`src/rtl/rr_fifo_arbiter.sv`:
```
// Round-robin scheduler moving head words from four input FIFOs to four output FIFOs,
// plus the RESET/INIT/IDLE/ACTIVE control FSM and the FIFO threshold registers.
module rr_fifo_arbiter #(
    parameter int DATA_W  = 10,
    parameter int LIMIT_W = 3
) (
    input  logic               clk,
    input  logic               reset,
    input  logic               init,
    input  logic [LIMIT_W-1:0] limit_low,
    input  logic [LIMIT_W-1:0] limit_high,
    input  logic [DATA_W-1:0]  data0_in,
    input  logic [DATA_W-1:0]  data1_in,
    input  logic [DATA_W-1:0]  data2_in,
    input  logic [DATA_W-1:0]  data3_in,
    input  logic [3:0]         empty_in,
    input  logic [3:0]         almost_full_out,
    output logic [3:0]         pop_in,
    output logic [3:0]         push_out,
    output logic [DATA_W-1:0]  data_out,
    output logic [LIMIT_W-1:0] cfg_limit_low,
    output logic [LIMIT_W-1:0] cfg_limit_high,
    output logic [1:0]         state_out,
    output logic               idle_out
);

    typedef enum logic [1:0] {
        ST_RESET  = 2'b00,
        ST_INIT   = 2'b01,
        ST_IDLE   = 2'b10,
        ST_ACTIVE = 2'b11
    } state_t;

    state_t                  state, state_nxt;
    logic [3:0][DATA_W-1:0]  head;
    logic [3:0][1:0]         dest;
    logic [3:0]              req;
    logic [1:0]              ptr;
    logic [1:0]              gnt_idx;
    logic                    gnt_vld;
    logic                    pop;

    assign head = {data3_in, data2_in, data1_in, data0_in};

    // A head is eligible only when its own destination can take a word.
    for (genvar i = 0; i < 4; i++) begin : g_lane
        assign dest[i] = head[i][DATA_W-1:DATA_W-2];
        assign req[i]  = !empty_in[i] && !almost_full_out[dest[i]];
    end

    always_comb begin
        logic [1:0] idx;
        gnt_vld = 1'b0;
        gnt_idx = 2'd0;
        idx     = 2'd0;
        for (int k = 0; k < 4; k++) begin
            idx = ptr + 2'(k);
            if (!gnt_vld && req[idx]) begin
                gnt_vld = 1'b1;
                gnt_idx = idx;
            end
        end
    end

    assign pop    = (state == ST_ACTIVE) && !init && gnt_vld;
    assign pop_in = pop ? (4'b0001 << gnt_idx) : 4'b0000;

    always_comb begin
        state_nxt = state;
        case (state)
            ST_RESET:  state_nxt = ST_INIT;
            ST_INIT:   state_nxt = init ? ST_INIT : ST_IDLE;
            ST_IDLE:   state_nxt = init ? ST_INIT : ((empty_in != 4'hF) ? ST_ACTIVE : ST_IDLE);
            ST_ACTIVE: state_nxt = init ? ST_INIT : ((empty_in == 4'hF) ? ST_IDLE : ST_ACTIVE);
            default:   state_nxt = ST_RESET;
        endcase
    end

    always_ff @(posedge clk or negedge reset) begin
        if (!reset) state <= ST_RESET;
        else        state <= state_nxt;
    end

    assign state_out = state;

    // A push already registered still completes even if init arrives next cycle.
    always_ff @(posedge clk or negedge reset) begin
        if (!reset) begin
            push_out       <= '0;
            data_out       <= '0;
            ptr            <= '0;
            cfg_limit_low  <= '0;
            cfg_limit_high <= '0;
            idle_out       <= 1'b0;
        end else begin
            push_out <= pop ? (4'b0001 << dest[gnt_idx]) : 4'b0000;
            if (pop) data_out <= head[gnt_idx];
            if (state == ST_INIT) begin
                cfg_limit_low  <= limit_low;
                cfg_limit_high <= limit_high;
                ptr            <= '0;
            end else if (pop) begin
                ptr <= gnt_idx + 2'd1;
            end
            idle_out <= (state_nxt == ST_IDLE) && (empty_in == 4'hF) && !pop;
        end
    end

endmodule

```
`config.mk`:
```
export PLATFORM = sky130hd
export DESIGN_NAME = rr_fifo_arbiter
export DESIGN_NICKNAME = d
export VERILOG_FILES = /design/src/rtl/rr_fifo_arbiter.sv
export SDC_FILE = /design/constraint.sdc
export NUM_CORES = 1
export LEC_CHECK = 0
export ABC_AREA = 0
export BUFFER_PORTS_ARGS = -buffer_cell sky130_fd_sc_hd__buf_2
export CORE_MARGIN = 10
export CORE_UTILIZATION = 46
export CTS_BUF_LIST = sky130_fd_sc_hd__clkbuf_4
export CTS_CLUSTER_DIAMETER = 100
export DETAILED_ROUTE_END_ITERATION = 12
export HOLD_SLACK_MARGIN = 0.1
export PLACE_DENSITY_LB_ADDON = 0.08
export SETUP_SLACK_MARGIN = 0.1
export SYNTH_ARGS = -nofsm -noshare
export SYNTH_HDL_FRONTEND = slang
export SYNTH_SLANG_ARGS = --single-unit
```
`constraint.sdc`:
```
create_clock -name clk -period 2.7 [get_ports clk]
set_clock_uncertainty 0.15 [all_clocks]
set_input_delay 0 -clock clk [delete_from_list [all_inputs] [get_ports clk]]
set_output_delay 0 -clock clk [all_outputs]
set_load 0.01 [all_outputs]
```
# ---- Yosys cells after proc, flatten, opt, wreduce, memory -nomap -nowiden
# Cells that the tools add are included.
dict set report op_classes {
  order_cmp 9
  eq_ne 6
  n_reduce_logical 26
  n_addsub 4
  muxes 38
  shifts 2
}
# cell n
set ops {}
lappend ops {{2-bit by 3-bit < comparator with 1-bit output (second input constant)} 9}
lappend ops {{10-bit binary-select mux with 2-bit select} 1}
lappend ops {{2-bit 2-to-1 mux} 10}
lappend ops {{1-bit binary-select mux with 2-bit select} 8}
lappend ops {{1-bit 2-to-1 mux} 14}
lappend ops {{1-bit logical NOT} 13}
lappend ops {{1-bit logical AND} 11}
lappend ops {{10-bit 2-to-1 mux} 1}
lappend ops {{4-bit 2-to-1 mux} 2}
lappend ops {{2-bit one-hot mux with 4 select lines} 1}
lappend ops {{1-bit by 2-bit left shift with 4-bit output (first input constant)} 2}
lappend ops {{2-bit equality test (second input constant)} 3}
lappend ops {{2-bit by 1-bit adder with 2-bit output (second input constant)} 2}
lappend ops {{2-bit adder (second input constant)} 2}
lappend ops {{2-bit binary-select mux with 2-bit select} 1}
lappend ops {{4-bit equality test (second input constant)} 1}
lappend ops {{4-bit != test (second input constant)} 1}
lappend ops {{2-bit by 1-bit equality test with 1-bit output (second input constant)} 1}
lappend ops {{2-bit logical NOT} 1}
lappend ops {{2-bit nonzero test} 1}
dict set report totals {
  output_inout_bits 27
  regBits 25
  wordCells 92
}

# ---- Logic depth before layout (Yosys ltp)
dict set report depth {
  depth_word 20
  mapped_depth 8
}

# ---- Worst setup path after synthesis
# Ideal clock, no wire load.
dict set report synth_path {
  path_kind {input port to flip-flop}
  startpoint {input data2_in[8]}
  endpoint {register data_out[8]}
  cell_stages 7
  setup_time_ps 124
  t_arrival_ps 1721
  slack_ps 705
  n_path_buf 0
  cell_sequence {mux4_2 -> or2_4 -> nand2_1 -> o221a_2 -> mux2_4 -> a22o_1 -> o21bai_1}
}
dict set report synth_via {
  elab_chain_cells 18
  word_cells_on_any_way 29
  cone_classes {20 x mux; 9 x reduce/logical}
}
# element line
set synth_rtl {}
lappend synth_rtl {{from (decl)} 14} ;# input logic [DATA_W-1:0] data2_in,
lappend synth_rtl {{1-bit binary-select mux with 2-bit select} 48} ;# assign req[i] = !empty_in[i] && !almost_full_out[dest[i]];
lappend synth_rtl {{1-bit 2-to-1 mux (not written as such)} 48}
lappend synth_rtl {{1-bit logical NOT} 48}
lappend synth_rtl {{1-bit logical AND} 48}
lappend synth_rtl {{1-bit binary-select mux with 2-bit select} 58} ;# if (!gnt_vld && req[idx]) begin
lappend synth_rtl {{1-bit 2-to-1 mux (not written as such)} 58}
lappend synth_rtl {{1-bit 2-to-1 mux} 58}
lappend synth_rtl {{1-bit logical NOT} 58}
lappend synth_rtl {{[2 not listed]} n/a}
lappend synth_rtl {{1-bit logical NOT} 58}
lappend synth_rtl {{1-bit logical AND} 58}
lappend synth_rtl {{1-bit 2-to-1 mux} 58}
lappend synth_rtl {{1-bit logical NOT} 58}
lappend synth_rtl {{1-bit logical AND} 58}
lappend synth_rtl {{2-bit 2-to-1 mux} 58}
lappend synth_rtl {{10-bit binary-select mux with 2-bit select} 97} ;# if (pop) data_out <= head[gnt_idx];
lappend synth_rtl {{10-bit 2-to-1 mux (not written as such)} 97}
lappend synth_rtl {{to (signal assigned)} 97}
lappend synth_rtl {{to (decl)} 20} ;# output logic [DATA_W-1:0] data_out,
# Several ways; a longest one is shown, not always the timed one. The select of a mux whose other input is x is not followed.
# A chain may end at the register's enable or synchronous reset.

# ---- Worst setup path in the final report
dict set report layout_path {
  startpoint {input data0_in[8]}
  endpoint {register data_out[1]}
}
dict set report layout_via {
  elab_chain_cells 18
  word_cells_on_any_way 29
  cone_classes {20 x mux; 9 x reduce/logical}
}
# element line
set layout_rtl {}
lappend layout_rtl {{from (decl)} 12} ;# input logic [DATA_W-1:0] data0_in,
lappend layout_rtl {{1-bit binary-select mux with 2-bit select *} 48}
lappend layout_rtl {{1-bit 2-to-1 mux (not written as such) *} 48}
lappend layout_rtl {{1-bit logical NOT *} 48}
lappend layout_rtl {{1-bit logical AND *} 48}
lappend layout_rtl {{1-bit binary-select mux with 2-bit select} 58}
lappend layout_rtl {{1-bit 2-to-1 mux (not written as such)} 58}
lappend layout_rtl {{1-bit 2-to-1 mux} 58}
lappend layout_rtl {{1-bit logical NOT} 58}
lappend layout_rtl {{[2 not listed]} n/a}
lappend layout_rtl {{1-bit logical NOT} 58}
lappend layout_rtl {{1-bit logical AND} 58}
lappend layout_rtl {{1-bit 2-to-1 mux} 58}
lappend layout_rtl {{1-bit logical NOT} 58}
lappend layout_rtl {{1-bit logical AND} 58}
lappend layout_rtl {{2-bit 2-to-1 mux} 58}
lappend layout_rtl {{10-bit binary-select mux with 2-bit select} 97}
lappend layout_rtl {{10-bit 2-to-1 mux (not written as such)} 97}
# Mark *: on every way between the ends. The rest lies on a longest branch, timed or not. The select of a mux whose other input is x is not followed.

==> impl_metrics.ini <==
[place]
dp_hpwl_mm = 3.63
routabilityCongestion = 0.843
postPlaceCellArea_um2 = 1980
io_buffers = 83
place_ws_ns = 0.439
dp.cells = 271

[yosys]
synth_nets = 204
synth.avg_cell_area_um2 = 10.5
synthesis.area_um2 = 1520
ys_top_cells_by_area = dfrtp_1 (41%), mux2i_1 (7.9%), nand2_1 (6.2%)
ys.warnings.count = 0
synth.distinct_cells = 39
synth_top_area_share_pct = 41.1
synthCells = 145
ys_seq_area_share_pct = 41.1
ys_ff_latch = 25
synth_top_area_cell = dfrtp_1

[cells_and_area]
fin_nets = 357
layout_common_cells = buf_2 (82), dlygate4sd3_1 (52), nand2_1 (25), dfrtp_1 (25), buf_4 (17)
final_common_cell = buf_2
stdcell_area_um2 = 2690
fillCellCount = 172
multiInputGateArea_um2 = 843
drive_gt1_share_pct = 42.1
seq_area_um2 = 626
area_delta_synth_final_pct = 76.4
final_cells = 341
diodes = 0

[setup_path]
critPathMaxFanout = 8
max_stage_delay_ns = 0.58
arrival_ns = 2.67
cp-start-kind = input port
cp_slowest_cell = dlygate4sd3_1
r2r_cells = 8
worstReg2RegEnd = data_out[1]
crit_chain = dlygate4sd3_1 -> buf_4 -> mux2i_2 -> a22o_1 -> a31oi_1 -> o221a_2 -> buf_8 -> mux2i_1 -> dlygate4sd3_1 -> a31oi_2
cp_data_required_time_ns = 2.76
cpLargestDelayFamily = buffers and inverters
cp_common_cell = dlygate4sd3_1
worstSetupPathType = in -> reg
cp_num_buf_inv = 4
regToRegStartpoint = ptr[0]
cp-end-kind = flop
r2r_slack_ns = 0.28

[clocking]
clk_latency_ns = 0.33
cts_tree = done
htree_levels = 1
path_clk_slew_ns = 0.15
cts_made_buffers = 3
cts_root_buf = clkbuf_4
clock-sinks = 25
cts_buffer_depth = 2

[floorplan]
io-pin-count = 84
die_h_um = 77.5
rows = 20
coreArea_um2 = 3100
die-area_um2 = 6010
die_w_um = 77.5
start_util_pct = 49.1

[hold_path]
min_to = ptr[0]
worstHoldStart = empty_in[2]
whs_path_depth = 5
hold_path.class = in -> reg

[timing]
layout_setup_ws_ns = 0.0966
grt_setup_unrepaired = yes
slew_violations = 0
fin_crit_ns = 2.60
hold_violations = 0
setup_violations = 0
max_slew.worst_pin.slew_ns = 0.527
fin_crit_sh_pct = 96.4
max_freq_ghz = 0.384
relSlewSlack_pct = 64.8

[power]
p_total_mw = 1.32
pwr_density_cell_nw_per_um2 = 493
vdd.ir_drop.worst_uv = 240
leakage_nw = 1.31

[grt]
antenna_found_initial = 0
grt_start_max_net_pins = 26
gr-total-overflow = 0
grtUsageTotal_pct = 18.6
grt_pass1_wl_mm = 9.23
grt_pass1_vias = 1888

[routing]
vias_per_cell = 5.31
wirelength_mm = 6.33
wl_per_cell_um = 18.6
drtIter0Drc = 92
ant_nets = 0
drc = 0
firstDrtPassIters = 4
vias = 1812

[run_status]
status = completed

[job]
max_cap_viol_count = 0
-- per-stage QoR --
stage / util, % / hold WS, ns / setup TNS, ns
after global routing: 86.6 / 0.147 / -0.00938
after detailed placement: 63.9 / -0.118 / 0
after CTS: 82.3 / 0.107 / 0
final: 86.6 / 0.109 / 0
after floorplan: - / -0.446 / 0
after global placement: 63.9 / -0.142 / 0
-- flip-flops by register name, indices dropped and copies added (netlist names) --
register	count
cfg_limit_low	3
data_out	10
ptr	2
push_out	4
state_out	2
cfg_limit_high	3
idle_out	1
-- layer usage --
layer	part of all wire, %	GRT usage, %
met5	0	0
met4	3.0	7.48
met3	7.6	4.95
met2	54	34.7
met1	36	19.2
-- kinds of logic (layout without fill, tap and decap cells) --
group	count (synthesis)	in the layout	share of synthesized area (%)
and+or+nand+nor	49	49	15.2
AOI/OAI and AO/OA	32	32	16.7
muxes	26	26	20.7
DFF	25	25	41.1
buffers and inverters	11	163	4.68
adders and majority gates	2	2	1.64
-- area by class of cell --
| type | instances | share of cell area (%) |
|---|---|---|
| clock inverters | 1 | 0.279 |
| multi-input cells | 109 | 31.4 |
| flip-flops and latches | 25 | 23.3 |
| clock buffers | 3 | 0.838 |
| inverters | 5 | 0.885 |
| well taps | 44 | 2.05 |
| repair buffers | 154 | 41.3 |
-- synth_stat cells --
library cell and n:
a21oi_1 1, a21oi_2 1, a22o_1 2, a22oi_1 1, a22oi_2 1, a2bb2oi_1 1
a311oi_1 1, a311oi_4 1, a31oi_1 9, and2_1 5, buf_2 2, buf_6 3
clkbuf_1 1, clkinv_4 1, dfrtp_1 25, ha_1 2, inv_1 4, mux2_1 8
mux2_2 2, mux2_4 1, mux2i_1 12, mux4_2 3, nand2_1 25, nand2_2 1
nand2b_1 1, nand4_1 1, nor2_1 7, nor2b_1 3, nor2b_2 1, nor3_1 2
nor4b_1 1, o21ai_2 1, o21bai_1 1, o221a_2 1, o22a_1 2, o22ai_1 8
o31ai_1 1, or2_1 1, or2_4 1
-- how the worst max path moves through the flow --
stage	slack, ns	endpoint	startpoint	cells past startpoint
global placement	0.50	data_out[9]	data1_in[8]	6
global route	-0.009	data_out[1]	data0_in[8]	10
CTS	0.11	data_out[7]	data0_in[8]	10
finish	0.1	data_out[1]	data0_in[8]	10
detailed placement	0.44	data_out[9]	data2_in[8]	10
floorplan	0.71	data_out[8]	data2_in[8]	7
-- power breakdown --
part / switching, mW / total [mW] / leakage [nW] / internal [mW]
Clock: 0.121 / 0.178 / 0.0139 / 0.0567
Sequential: 0.0535 / 0.511 / 0.303 / 0.458
Combinational: 0.304 / 0.635 / 0.993 / 0.331
Total: 0.479 / 1.32 / 1.31 / 0.845
-- repair_timing --
item,4_1_cts,5_1_grt
buffers inserted,0,13
hold endpoints to repair,49,4
setup endpoints to repair,0,10
hold buffers,53,4
resized for setup,0,9
-- tightest hold or removal path: cells and delay by family --
kind / cells / cell delay (ns)
compound gates: 2 / 0.21
simple gates: 2 / 0.25
buf+inv: 1 / 0.11
(Power assumes the default switching activity.)
